--- src/rtl/fifo_readout_ctrl.sv ---
// rtl/fifo_readout_ctrl.sv - frame readout from a 32x8192 FIFO into a header-prefixed output stream
module fifo_readout_ctrl #(
  parameter int          RD_LATENCY  = 1,
  parameter int          TIMEOUT_CYC = 1024,
  parameter logic [31:0] PAD_WORD    = 32'hDEADBEEF
) (
  input  logic        CLK,
  input  logic        RESET_N,
  input  logic        START,
  input  logic [13:0] BURST_LEN,
  input  logic        CLR_FLAGS,
  input  logic        FIFO_EMPTY,
  input  logic [31:0] FIFO_Q,
  output logic        FIFO_RE,
  output logic [31:0] OUT_DATA,
  output logic        OUT_VALID,
  input  logic        OUT_READY,
  output logic        OUT_LAST,
  output logic        BUSY,
  output logic        DONE,
  output logic        CFG_ERR,
  output logic        TIMEOUT_FLAG
);

  localparam int EW = $clog2(TIMEOUT_CYC + 1);

  typedef enum logic [2:0] {S_IDLE, S_HEADER, S_READ, S_PAD, S_FLUSH} state_t;

  state_t                state_q, state_d;
  logic [13:0]           burst_q, burst_d;
  logic [13:0]           req_cnt_q, req_cnt_d;
  logic [13:0]           dat_cnt_q, dat_cnt_d;
  logic [EW-1:0]         empty_cnt_q, empty_cnt_d;
  logic                  timed_out_q, timed_out_d;
  logic [RD_LATENCY-1:0] re_pipe_q, re_pipe_d;
  logic [32:0]           buf_q [4];
  logic [32:0]           buf_d [4];
  logic [1:0]            wr_ptr_q, wr_ptr_d;
  logic [1:0]            rd_ptr_q, rd_ptr_d;
  logic [2:0]            count_q, count_d;
  logic [9:0]            frame_cnt_q, frame_cnt_d;
  logic                  done_q, done_d;
  logic                  cfg_err_q, cfg_err_d;
  logic                  timeout_flag_q, timeout_flag_d;

  logic        fifo_re;
  logic [2:0]  inflight;
  logic        pop;
  logic        out_last;
  logic        push;
  logic        push_data;
  logic [32:0] push_word;
  logic        set_cfg;
  logic        set_to;

  // Read enable: only issue a read when every outstanding word already has a buffer slot reserved
  always_comb begin
    inflight = 3'd0;
    for (int i = 0; i < RD_LATENCY; i++) begin
      inflight = inflight + {2'b00, re_pipe_q[i]};
    end
    fifo_re = (state_q == S_READ) && !timed_out_q && !FIFO_EMPTY && (req_cnt_q < burst_q) &&
              (({1'b0, count_q} + {1'b0, inflight}) < 4'd4);
  end

  assign pop      = (count_q != 3'd0) && OUT_READY;
  assign out_last = (count_q != 3'd0) && buf_q[rd_ptr_q][32];

  // Next-state logic for the frame sequencer, read pipeline, output buffer and flags
  always_comb begin
    state_d      = state_q;
    burst_d      = burst_q;
    req_cnt_d    = req_cnt_q;
    dat_cnt_d    = dat_cnt_q;
    empty_cnt_d  = empty_cnt_q;
    timed_out_d  = timed_out_q;
    re_pipe_d    = re_pipe_q << 1;
    re_pipe_d[0] = fifo_re;
    buf_d        = buf_q;
    wr_ptr_d     = wr_ptr_q;
    rd_ptr_d     = rd_ptr_q;
    count_d      = count_q;
    frame_cnt_d  = frame_cnt_q;
    done_d       = 1'b0;
    set_cfg      = 1'b0;
    set_to       = 1'b0;
    push         = 1'b0;
    push_data    = 1'b0;
    push_word    = 33'd0;

    // Starvation watchdog; only counts while waiting on data in READ
    if (!FIFO_EMPTY) begin
      empty_cnt_d = '0;
    end else if (state_q == S_READ && !timed_out_q) begin
      empty_cnt_d = empty_cnt_q + 1'b1;
      if (empty_cnt_q == EW'(TIMEOUT_CYC - 1)) begin
        timed_out_d = 1'b1;
        set_to      = 1'b1;
      end
    end

    // A word lands RD_LATENCY cycles after its read; its slot was reserved at issue
    if (re_pipe_q[RD_LATENCY-1]) begin
      push      = 1'b1;
      push_data = 1'b1;
      push_word = {(dat_cnt_q + 14'd1 == burst_q), FIFO_Q};
    end

    case (state_q)
      S_IDLE: begin
        if (START) begin
          if (BURST_LEN != 14'd0 && BURST_LEN <= 14'd8192) begin
            burst_d     = BURST_LEN;
            req_cnt_d   = 14'd0;
            dat_cnt_d   = 14'd0;
            empty_cnt_d = '0;
            timed_out_d = 1'b0;
            state_d     = S_HEADER;
          end else begin
            set_cfg = 1'b1;
          end
        end
      end
      S_HEADER: begin
        if (count_q < 3'd4) begin
          push      = 1'b1;
          push_word = {1'b0, 8'hA5, frame_cnt_q, burst_q};
          state_d   = S_READ;
        end
      end
      S_READ: begin
        if (fifo_re) begin
          req_cnt_d = req_cnt_q + 14'd1;
          if (req_cnt_q + 14'd1 == burst_q) begin
            state_d = S_FLUSH;
          end
        end else if (timed_out_q && inflight == 3'd0) begin
          state_d = S_PAD;
        end
      end
      S_PAD: begin
        if (count_q < 3'd4) begin
          push      = 1'b1;
          push_data = 1'b1;
          push_word = {(dat_cnt_q + 14'd1 == burst_q), PAD_WORD};
          if (dat_cnt_q + 14'd1 == burst_q) begin
            state_d = S_FLUSH;
          end
        end
      end
      S_FLUSH: begin
        // The LAST word is always the final buffer entry, so its transfer empties the buffer
        if (pop && out_last) begin
          done_d      = 1'b1;
          frame_cnt_d = frame_cnt_q + 10'd1;
          state_d     = S_IDLE;
        end
      end
      default: state_d = S_IDLE;
    endcase

    if (push_data) begin
      dat_cnt_d = dat_cnt_q + 14'd1;
    end
    if (push) begin
      buf_d[wr_ptr_q] = push_word;
      wr_ptr_d        = wr_ptr_q + 2'd1;
    end
    if (pop) begin
      rd_ptr_d = rd_ptr_q + 2'd1;
    end
    count_d = count_q + {2'b00, push} - {2'b00, pop};

    // Clearing loses to a coincident set
    cfg_err_d      = (cfg_err_q & ~CLR_FLAGS) | set_cfg;
    timeout_flag_d = (timeout_flag_q & ~CLR_FLAGS) | set_to;
  end

  // State registers with asynchronous clear
  always_ff @(posedge CLK or negedge RESET_N) begin
    if (!RESET_N) begin
      state_q        <= S_IDLE;
      burst_q        <= 14'd0;
      req_cnt_q      <= 14'd0;
      dat_cnt_q      <= 14'd0;
      empty_cnt_q    <= '0;
      timed_out_q    <= 1'b0;
      re_pipe_q      <= '0;
      buf_q          <= '{default: 33'd0};
      wr_ptr_q       <= 2'd0;
      rd_ptr_q       <= 2'd0;
      count_q        <= 3'd0;
      frame_cnt_q    <= 10'd0;
      done_q         <= 1'b0;
      cfg_err_q      <= 1'b0;
      timeout_flag_q <= 1'b0;
    end else begin
      state_q        <= state_d;
      burst_q        <= burst_d;
      req_cnt_q      <= req_cnt_d;
      dat_cnt_q      <= dat_cnt_d;
      empty_cnt_q    <= empty_cnt_d;
      timed_out_q    <= timed_out_d;
      re_pipe_q      <= re_pipe_d;
      buf_q          <= buf_d;
      wr_ptr_q       <= wr_ptr_d;
      rd_ptr_q       <= rd_ptr_d;
      count_q        <= count_d;
      frame_cnt_q    <= frame_cnt_d;
      done_q         <= done_d;
      cfg_err_q      <= cfg_err_d;
      timeout_flag_q <= timeout_flag_d;
    end
  end

  assign FIFO_RE      = fifo_re;
  assign OUT_DATA     = buf_q[rd_ptr_q][31:0];
  assign OUT_VALID    = (count_q != 3'd0);
  assign OUT_LAST     = out_last;
  assign BUSY         = (state_q != S_IDLE);
  assign DONE         = done_q;
  assign CFG_ERR      = cfg_err_q;
  assign TIMEOUT_FLAG = timeout_flag_q;

endmodule

--- config.mk ---
export PLATFORM = sky130hd
export DESIGN_NAME = fifo_readout_ctrl
export DESIGN_NICKNAME = d
export VERILOG_FILES = /design/src/rtl/fifo_readout_ctrl.sv
export SDC_FILE = /design/constraint.sdc
export NUM_CORES = 1
export LEC_CHECK = 0
export CORE_MARGIN = 5
export CORE_UTILIZATION = 45
export CTS_CLUSTER_SIZE = 8
export DETAILED_ROUTE_END_ITERATION = 7
export PLACE_DENSITY = 0.67
export SLEW_MARGIN = 20
export SYNTH_ARGS = -nofsm -noshare
export SYNTH_HDL_FRONTEND = slang
export SYNTH_SLANG_ARGS = --single-unit
--- constraint.sdc ---
create_clock -name CLK -period 7.34 [get_ports CLK]
set_input_delay 1.101 -clock CLK [delete_from_list [all_inputs] [get_ports CLK]]
set_output_delay 1.101 -clock CLK [all_outputs]
set_load 0.02 [all_outputs]
==> impl_metrics.xml, run 1 <==
<?xml version="1.0" encoding="UTF-8"?>
<metrics>
  <group name="synth">
    <metric name="synthArstFlopShare" unit="%">100</metric>
    <metric name="synthesis.nets" unit="">1138</metric>
    <metric name="syn_inst" unit="">1060</metric>
    <metric name="synth.avg_cell_area" unit="um^2">9.90</metric>
    <metric name="netlist-cell-type-count" unit="">54</metric>
    <metric name="syn_area" unit="um^2">10500</metric>
    <metric name="count_of_flip_flops_with_a_built_in_enable_after_synthesis" unit="">0</metric>
    <metric name="synth_seq_cells" unit="">210</metric>
    <metric name="synth-main-ff-cell" unit="">sky130_fd_sc_hd__dfrtp_1</metric>
    <metric name="ys.warnings.count" unit="">0</metric>
    <metric name="yosysSeqAreaShare" unit="%">50.1</metric>
  </group>
  <group name="cts">
    <metric name="tritoncts.num_buffers" unit="">30</metric>
    <metric name="clock_insertion_delay_worst_skew" unit="ns">0.55</metric>
    <metric name="post-cts-setup-buffer-count" unit="">0</metric>
    <metric name="path_clk_slew" unit="ns">0.06</metric>
    <metric name="cts_htree_levels" unit="">1</metric>
    <metric name="tritoncts" unit="">built</metric>
    <metric name="cts.path.max_buffers" unit="">3</metric>
    <metric name="cts_repair_resize_count" unit="">0</metric>
    <metric name="clock_tree.root_cell" unit="">sky130_fd_sc_hd__clkbuf_16</metric>
    <metric name="cts_hold_repair.buffers" unit="">0</metric>
    <metric name="clkSinkCount" unit="">210</metric>
  </group>
  <group name="grt">
    <metric name="initial_antenna_violation_count" unit="">0</metric>
    <metric name="global_route.usage.total" unit="%">19.5</metric>
    <metric name="grt_overflow_total" unit="">0</metric>
    <metric name="grt_max_degree" unit="">86</metric>
    <metric name="via_count_of_the_first_global_routing_pass" unit="">7846</metric>
    <metric name="grt_first_pass_wirelength" unit="um">42100</metric>
  </group>
  <group name="timing">
    <metric name="total_of_endpoints_with_negative_setup_slack_in_the_final_report" unit="">0</metric>
    <metric name="period_share" unit="%">66.5</metric>
    <metric name="final.hold.worst_slack" unit="ns">0.469</metric>
    <metric name="slew-limit-headroom" unit="%">27.5</metric>
    <metric name="tightest_slew" unit="ns">1.09</metric>
    <metric name="setup_tns" unit="ns">0</metric>
    <metric name="final-hold-violation-count" unit="">0</metric>
    <metric name="report.final.slew_viol_count" unit="">0</metric>
    <metric name="min_period" unit="ns">4.88</metric>
    <metric name="rsz0062_at_grt" unit="">no</metric>
    <metric name="fin_worst_skew" unit="ns">0.0203</metric>
    <metric name="achievable-frequency" unit="MHz">205</metric>
  </group>
  <group name="floorplanning">
    <metric name="core.rowCount" unit="">55</metric>
    <metric name="floorplan.core_area" unit="um^2">22800</metric>
    <metric name="die_area" unit="um^2">26500</metric>
    <metric name="design.portCount" unit="">91</metric>
    <metric name="initial_core_util" unit="%">46.1</metric>
    <metric name="dieHeight" unit="um">163</metric>
    <metric name="floorplan.die.width" unit="um">163</metric>
  </group>
  <group name="route">
    <metric name="drt-initial-drc-count" unit="">610</metric>
    <metric name="via_per_inst" unit="">5.60</metric>
    <metric name="final_antenna_net_count" unit="">0</metric>
    <metric name="post-route-drc-count" unit="">0</metric>
    <metric name="routed-via-count" unit="">8041</metric>
    <metric name="detail_route.wl_per_cell" unit="um">18.0</metric>
    <metric name="route.final.wire_length" unit="um">25900</metric>
    <metric name="length_of_the_first_detailed_routing_pass_in_iterations" unit="">5</metric>
  </group>
  <group name="setup_path">
    <metric name="worst-endpoint-arrival" unit="ns">3.78</metric>
    <metric name="critPathMaxStageDelay" unit="ns">0.70</metric>
    <metric name="cpMaxStageDelayCell" unit="">sky130_fd_sc_hd__or3b_1</metric>
    <metric name="cp_cell_instances" unit="">or3b_1 -&gt; nor2_4 -&gt; o2111ai_1 -&gt; nor2_1 -&gt; nand2_1 -&gt; inv_1 -&gt; clkdlybuf4s50_1</metric>
    <metric name="endpoint_kind" unit="">primary output</metric>
    <metric name="critPathTopFamily" unit="">simple AND/OR/NAND/NOR gates</metric>
    <metric name="wp_data_required" unit="ns">6.24</metric>
    <metric name="timing.critical_path.from_type" unit="">flop</metric>
    <metric name="timing_worst_setup_path_type" unit="">reg -&gt; out</metric>
    <metric name="path_buf_inv" unit="">2</metric>
    <metric name="path_depth" unit="">7</metric>
    <metric name="rr_worst_depth" unit="">8</metric>
    <metric name="crit_fanout" unit="">16</metric>
  </group>
  <group name="worst_hold_path">
    <metric name="worstHoldPathCells" unit="">1</metric>
    <metric name="holdCritPathClass" unit="">reg -&gt; reg</metric>
  </group>
  <group name="power_and_ir_drop">
    <metric name="ir_drop" unit="mV">0.248</metric>
    <metric name="p_leak" unit="nW">5.39</metric>
    <metric name="power_density" unit="nW/um^2">418</metric>
  </group>
  <group name="cells_and_area">
    <metric name="antenna_cells_inserted" unit="">0</metric>
    <metric name="postLayoutCellArea" unit="um^2">12400</metric>
    <metric name="fill_cells" unit="">2067</metric>
    <metric name="post_route_cells_drive_above_1_share" unit="%">8.46</metric>
    <metric name="area_growth" unit="%">18.1</metric>
    <metric name="finalCoreUtilization" unit="%">54.4</metric>
    <metric name="finalNetCount" unit="">1199</metric>
  </group>
  <group name="placement">
    <metric name="detailed_place.area" unit="um^2">11600</metric>
    <metric name="hpwlAfterDp" unit="um">17100</metric>
    <metric name="gpl_congestion" unit="">0.817</metric>
    <metric name="portBuffers" unit="">90</metric>
  </group>
  <group name="job">
    <metric name="cap_viol_max_count" unit="">0</metric>
  </group>
  <group name="run_status">
    <metric name="run_status" unit="">completed</metric>
  </group>
</metrics>
==> power breakdown <==
part	internal, mW	total (mW)	switching, mW
clock network	0.720	1.21	0.488
logic	0.909	2.13	1.22
registers	1.54	1.85	0.310
==> cell usage after synthesis (all sizes together), types with 2 or more instances <==
cell       n  area (um^2)
o211ai     2         15.0
o21ai    177          886
nor2      61          236
a21oi     38          190
xor2      27          236
buf       17         80.1
nand4     13         81.3
ha        25          313
nand2    182          683
a211oi     2         15.0
a31oi     25          156
and4       5         43.8
nand3     26          135
nor4       8         56.3
mux2      15          169
clkbuf    49          184
and3      12         75.1
nor3b      2         15.0
nor2b      5         31.3
mux4      33          743
nor3       5         25.0
a22oi      6         45.0
o31ai     16          120
and2       5         31.3
a21o       3         22.5
o41ai      2         17.5
dfrtp    210         5260
o2111ai    3         26.3
inv       33          124
xnor2     36          315
==> logic make-up (layout without fill, tap and decap cells) <==
| family | after synthesis | in the layout | synth area share (%) |
|---|---|---|---|
| compound gates | 281 | 281 | 14.8 |
| mux | 49 | 49 | 8.78 |
| buf+inv | 99 | 162 | 3.69 |
| xor+xnor | 64 | 64 | 5.47 |
| fa+ha+maj | 27 | 27 | 3.27 |
| simple gates | 330 | 330 | 13.9 |
| flops | 210 | 210 | 50.1 |
==> registers in the layout, indices dropped and copies added (netlist names), 3 cells and up <==
register	count
empty_cnt_q	11
burst_q	14
count_q	3
frame_cnt_q	10
buf_q	132
req_cnt_q	14
state_q	3
dat_cnt_q	14
==> per-layer routing <==
metal	global-route usage, %	up-vias	wire length, um
met3	2.76	47	1230
li1	-	3849	-
met1	28.1	3920	11900
met5	0	-	0
met4	5.03	0	666
met2	31.3	225	12100
==> cell type report <==
| type | instances | area [um^2] | share of cell area [%] |
|---|---|---|---|
| Multi-Input combinational cell | 751 | 4890 | 39.4 |
| Inverter | 33 | 124 | 0.999 |
| Tap cell | 313 | 392 | 3.16 |
| Clock buffer | 32 | 758 | 6.12 |
| Clock inverter | 2 | 37.5 | 0.303 |
| Sequential cell | 210 | 5260 | 42.4 |
| Timing Repair Buffer | 95 | 942 | 7.60 |
==> through the flow <==
stage	total power [mW]	std cells	setup slack, ns
floorplan	3.23	1060	4.21
global placement	3.93	1402	2.88
detailed placement	3.99	1402	2.86
CTS	5.21	1436	2.52
global route	5.56	1436	2.26
finish	5.18	1436	2.46
==> cells in the final DEF (no fill, tap or decap), types with 3 or more instances in the layout <==
master,count
sky130_fd_sc_hd__xor2_1,27
sky130_fd_sc_hd__nand2_1,178
sky130_fd_sc_hd__nor4_1,7
sky130_fd_sc_hd__and4_1,5
sky130_fd_sc_hd__nor3_1,5
sky130_fd_sc_hd__inv_1,33
sky130_fd_sc_hd__o21ai_0,175
sky130_fd_sc_hd__ha_1,25
sky130_fd_sc_hd__mux2_2,15
sky130_fd_sc_hd__dfrtp_1,209
sky130_fd_sc_hd__nand4_1,13
sky130_fd_sc_hd__clkbuf_16,30
sky130_fd_sc_hd__a31oi_1,25
sky130_fd_sc_hd__and3_1,12
sky130_fd_sc_hd__o31ai_1,16
sky130_fd_sc_hd__nand3_1,25
sky130_fd_sc_hd__a21oi_1,38
sky130_fd_sc_hd__a21o_1,3
sky130_fd_sc_hd__xnor2_1,36
sky130_fd_sc_hd__a22oi_1,6
sky130_fd_sc_hd__nor2b_1,5
sky130_fd_sc_hd__o2111ai_1,3
sky130_fd_sc_hd__nand2_4,4
sky130_fd_sc_hd__nor2_1,59
sky130_fd_sc_hd__buf_4,5
sky130_fd_sc_hd__clkdlybuf4s50_1,89
sky130_fd_sc_hd__mux4_2,33
sky130_fd_sc_hd__and2_1,4
==> final timing paths <==
check | start | to | slack, ns
max | state_q[1] | FIFO_RE | 2.46
min | frame_cnt_q[9] | frame_cnt_q[9] | 0.47
max reg2reg | state_q[1] | state_q[1] | 4.12
min reg2reg | frame_cnt_q[9] | frame_cnt_q[9] | 0.47
max in group asynchronous | RESET_N | empty_cnt_q[7] | 5.38
min in group asynchronous | RESET_N | buf_q[130] | 0.60
Power figures use the tool's default switching activity.
==> run 2, diff against run 1 <==
- clock period: 7.34 -> 4.7 ns (I/O delays scaled with it)
==> run 2 against run 1 <==
Compared with the run above:
- non-clock buffer count is 6 higher
- die area did not move
- clock-buffer cell count is the same
- worst hold slack got worse by 0.24 ns
- routed wire length down 0.24%
- critical path type unchanged
- highest routed layer unchanged
==> impl_metrics.xml, run 2 (same netlist as run 1, synthesis figures left out) <==
<?xml version="1.0" encoding="UTF-8"?>
<metrics>
  <group name="run_status">
    <metric name="run_status" unit="">completed</metric>
  </group>
  <group name="placement">
    <metric name="placed_cells" unit="">1408</metric>
    <metric name="hpwlAfterDp" unit="um">17500</metric>
    <metric name="dp_slack" unit="ns">0.857</metric>
    <metric name="gpl_congestion" unit="">0.842</metric>
    <metric name="portBuffers" unit="">90</metric>
  </group>
  <group name="route">
    <metric name="routed-via-count" unit="">8048</metric>
    <metric name="detail_route.wl_per_cell" unit="um">17.9</metric>
    <metric name="drt-initial-drc-count" unit="">582</metric>
    <metric name="final_antenna_net_count" unit="">0</metric>
    <metric name="via_per_inst" unit="">5.58</metric>
    <metric name="post-route-drc-count" unit="">0</metric>
    <metric name="length_of_the_first_detailed_routing_pass_in_iterations" unit="">5</metric>
    <metric name="route.final.wire_length" unit="um">25800</metric>
  </group>
  <group name="timing">
    <metric name="slew-limit-headroom" unit="%">31.3</metric>
    <metric name="tightest_slew" unit="ns">1.03</metric>
    <metric name="report.final.slew_viol_count" unit="">0</metric>
    <metric name="achievable-frequency" unit="MHz">227</metric>
    <metric name="min_period" unit="ns">4.41</metric>
    <metric name="total_of_endpoints_with_negative_setup_slack_in_the_final_report" unit="">0</metric>
    <metric name="setup_tns" unit="ns">0</metric>
    <metric name="fin_worst_skew" unit="ns">0.0145</metric>
    <metric name="period_share" unit="%">93.9</metric>
    <metric name="final-hold-violation-count" unit="">0</metric>
    <metric name="layout_setup_ws" unit="ns">0.288</metric>
    <metric name="rsz0062_at_grt" unit="">no</metric>
  </group>
  <group name="cells_and_area">
    <metric name="area_growth" unit="%">18.6</metric>
    <metric name="layout.cells.most_common" unit="">sky130_fd_sc_hd__dfrtp_1</metric>
    <metric name="post_route_cells_drive_above_1_share" unit="%">9.03</metric>
    <metric name="mostFrequentLayoutCells" unit="">209 x sky130_fd_sc_hd__dfrtp_1, 178 x sky130_fd_sc_hd__nand2_1, 176 x sky130_fd_sc_hd__o21ai_0, 89 x sky130_fd_sc_hd__clkdlybuf4s50_1, 58 x sky130_fd_sc_hd__nor2_1</metric>
    <metric name="antenna_cells_inserted" unit="">0</metric>
    <metric name="finalNetCount" unit="">1205</metric>
    <metric name="area.sequential" unit="um^2">5260</metric>
    <metric name="instances_no_fill" unit="">1442</metric>
    <metric name="largest_register_ff_count" unit="">132</metric>
    <metric name="multiInputGateArea" unit="um^2">4880</metric>
    <metric name="fill_cells" unit="">2025</metric>
    <metric name="largest-register" unit="">buf_q</metric>
  </group>
  <group name="floorplanning">
    <metric name="die_area" unit="um^2">26500</metric>
    <metric name="core.rowCount" unit="">55</metric>
    <metric name="design.portCount" unit="">91</metric>
    <metric name="initial_core_util" unit="%">46.1</metric>
    <metric name="floorplan.core_area" unit="um^2">22800</metric>
    <metric name="dieHeight" unit="um">163</metric>
    <metric name="floorplan.die.width" unit="um">163</metric>
  </group>
  <group name="grt">
    <metric name="grt_first_pass_wirelength" unit="um">42000</metric>
    <metric name="grt_max_degree" unit="">102</metric>
    <metric name="global_route.usage.met3" unit="%">2.86</metric>
    <metric name="via_count_of_the_first_global_routing_pass" unit="">8041</metric>
    <metric name="grt_overflow_total" unit="">0</metric>
    <metric name="initial_antenna_violation_count" unit="">0</metric>
    <metric name="global_route.usage.total" unit="%">19.4</metric>
    <metric name="most_heavily_used_metal_layer_in_global_routing" unit="">met2</metric>
    <metric name="met1_usage" unit="%">27.3</metric>
    <metric name="grt_use_met2" unit="%">31.4</metric>
  </group>
  <group name="setup_path">
    <metric name="r2r_path_start" unit="">state_q[1]</metric>
    <metric name="wp_data_required" unit="ns">3.99</metric>
    <metric name="cp-startpoint" unit="">state_q[1]</metric>
    <metric name="setup.reg_to_reg.worst_slack" unit="ns">1.53</metric>
    <metric name="timing.critical_path.from_type" unit="">flop</metric>
    <metric name="critical_path.reg2reg.endpoint" unit="">state_q[1]</metric>
    <metric name="worst-endpoint-arrival" unit="ns">3.71</metric>
    <metric name="critPathMaxStageDelay" unit="ns">0.69</metric>
    <metric name="endpoint_kind" unit="">primary output</metric>
    <metric name="cp_cell_instances" unit="">or3b_1 -&gt; nor2_4 -&gt; o2111ai_1 -&gt; nor2_1 -&gt; nand2_1 -&gt; inv_1 -&gt; clkdlybuf4s50_1</metric>
    <metric name="rr_worst_depth" unit="">8</metric>
    <metric name="timing_worst_setup_path_type" unit="">reg -&gt; out</metric>
    <metric name="path_buf_inv" unit="">2</metric>
    <metric name="critPathTopFamily" unit="">simple AND/OR/NAND/NOR gates</metric>
    <metric name="crit_fanout" unit="">16</metric>
    <metric name="cpMaxStageDelayCell" unit="">sky130_fd_sc_hd__or3b_1</metric>
  </group>
  <group name="cts">
    <metric name="cts_repair_resize_count" unit="">0</metric>
    <metric name="cts.path.max_buffers" unit="">3</metric>
    <metric name="path_clk_slew" unit="ns">0.05</metric>
    <metric name="clock_insertion_delay_worst_skew" unit="ns">0.55</metric>
    <metric name="cts_hold_repair.buffers" unit="">0</metric>
    <metric name="post-cts-setup-buffer-count" unit="">0</metric>
    <metric name="cts_htree_levels" unit="">1</metric>
    <metric name="tritoncts" unit="">built</metric>
    <metric name="tritoncts.num_buffers" unit="">30</metric>
    <metric name="clock_tree.root_cell" unit="">sky130_fd_sc_hd__clkbuf_16</metric>
    <metric name="clkSinkCount" unit="">210</metric>
  </group>
  <group name="power_and_ir_drop">
    <metric name="p_leak" unit="nW">5.41</metric>
    <metric name="ir_drop" unit="mV">0.347</metric>
    <metric name="total_power" unit="mW">8.09</metric>
    <metric name="power_density" unit="nW/um^2">650</metric>
  </group>
  <group name="job">
    <metric name="cap_viol_max_count" unit="">0</metric>
  </group>
  <group name="worst_hold_path">
    <metric name="holdCritPathClass" unit="">in -&gt; async</metric>
  </group>
</metrics>
run 2: changes by cell type in the layout (fill, tap and decap cells not counted):
cell                      change
sky130_fd_sc_hd__buf_12       +1
sky130_fd_sc_hd__buf_4        +5
sky130_fd_sc_hd__nand2_2      +2
sky130_fd_sc_hd__nand2_4      -2
sky130_fd_sc_hd__nor2_1       -1
sky130_fd_sc_hd__nor2_2       +1
sky130_fd_sc_hd__o21ai_0      +1
sky130_fd_sc_hd__o21ai_1      -1
run 2: metal layers:
layer / part of all wire (%) / routed length (um)
met1: 46 / 11800
met2: 47 / 12200
met3: 4.4 / 1130
met4: 2.7 / 708
met5: 0 / 0
run 2: cell type report:
cell class / instances / area share (%)
inverter: 33 / 0.995
sequential: 210 / 42.2
multi-input combinational: 751 / 39.2
clock buffer: 32 / 6.09
tap: 313 / 3.15
clock inverter: 2 / 0.302
timing repair buffer: 101 / 8.03
run 2: through the flow:
step | hold slack [ns] | utilization (%) | area (um^2)
after floorplan | 0.409 | - | 10500
after detailed placement | 0.465 | 51.1 | 11600
after global routing | 0.312 | 54.6 | 12400
after global placement | 0.456 | 51.1 | 11600
final | 0.227 | 54.6 | 12400
after CTS | 0.279 | 54.6 | 12400
run 2: worst register-to-register path, cell delays in order, from the launching register on:
cell,delay (ns)
sky130_fd_sc_hd__dfrtp_1,0.64
sky130_fd_sc_hd__or3b_1,0.69
sky130_fd_sc_hd__nor2_4,0.29
sky130_fd_sc_hd__o2111ai_1,0.13
sky130_fd_sc_hd__nor2_1,0.15
sky130_fd_sc_hd__nand2_1,0.25
sky130_fd_sc_hd__inv_1,0.33
sky130_fd_sc_hd__a31oi_1,0.18
sky130_fd_sc_hd__o32a_1,0.38
run 2: worst max path at each step:
stage / to / slack, ns / cells past startpoint
2_1_floorplan: FIFO_RE / 2.11 / 9
6_report: FIFO_RE / 0.29 / 7
5_1_grt: FIFO_RE / 0.006 / 7
4_1_cts: FIFO_RE / 0.28 / 7
3_3_place_gp: FIFO_RE / 0.91 / 7
3_5_place_dp: FIFO_RE / 0.86 / 7
run 2: power by group:
group,total (mW),internal (mW),switching [mW]
registers,2.88,2.40,0.474
logic,3.36,1.44,1.92
clock network,1.86,1.12,0.739
total,8.09,4.96,3.13
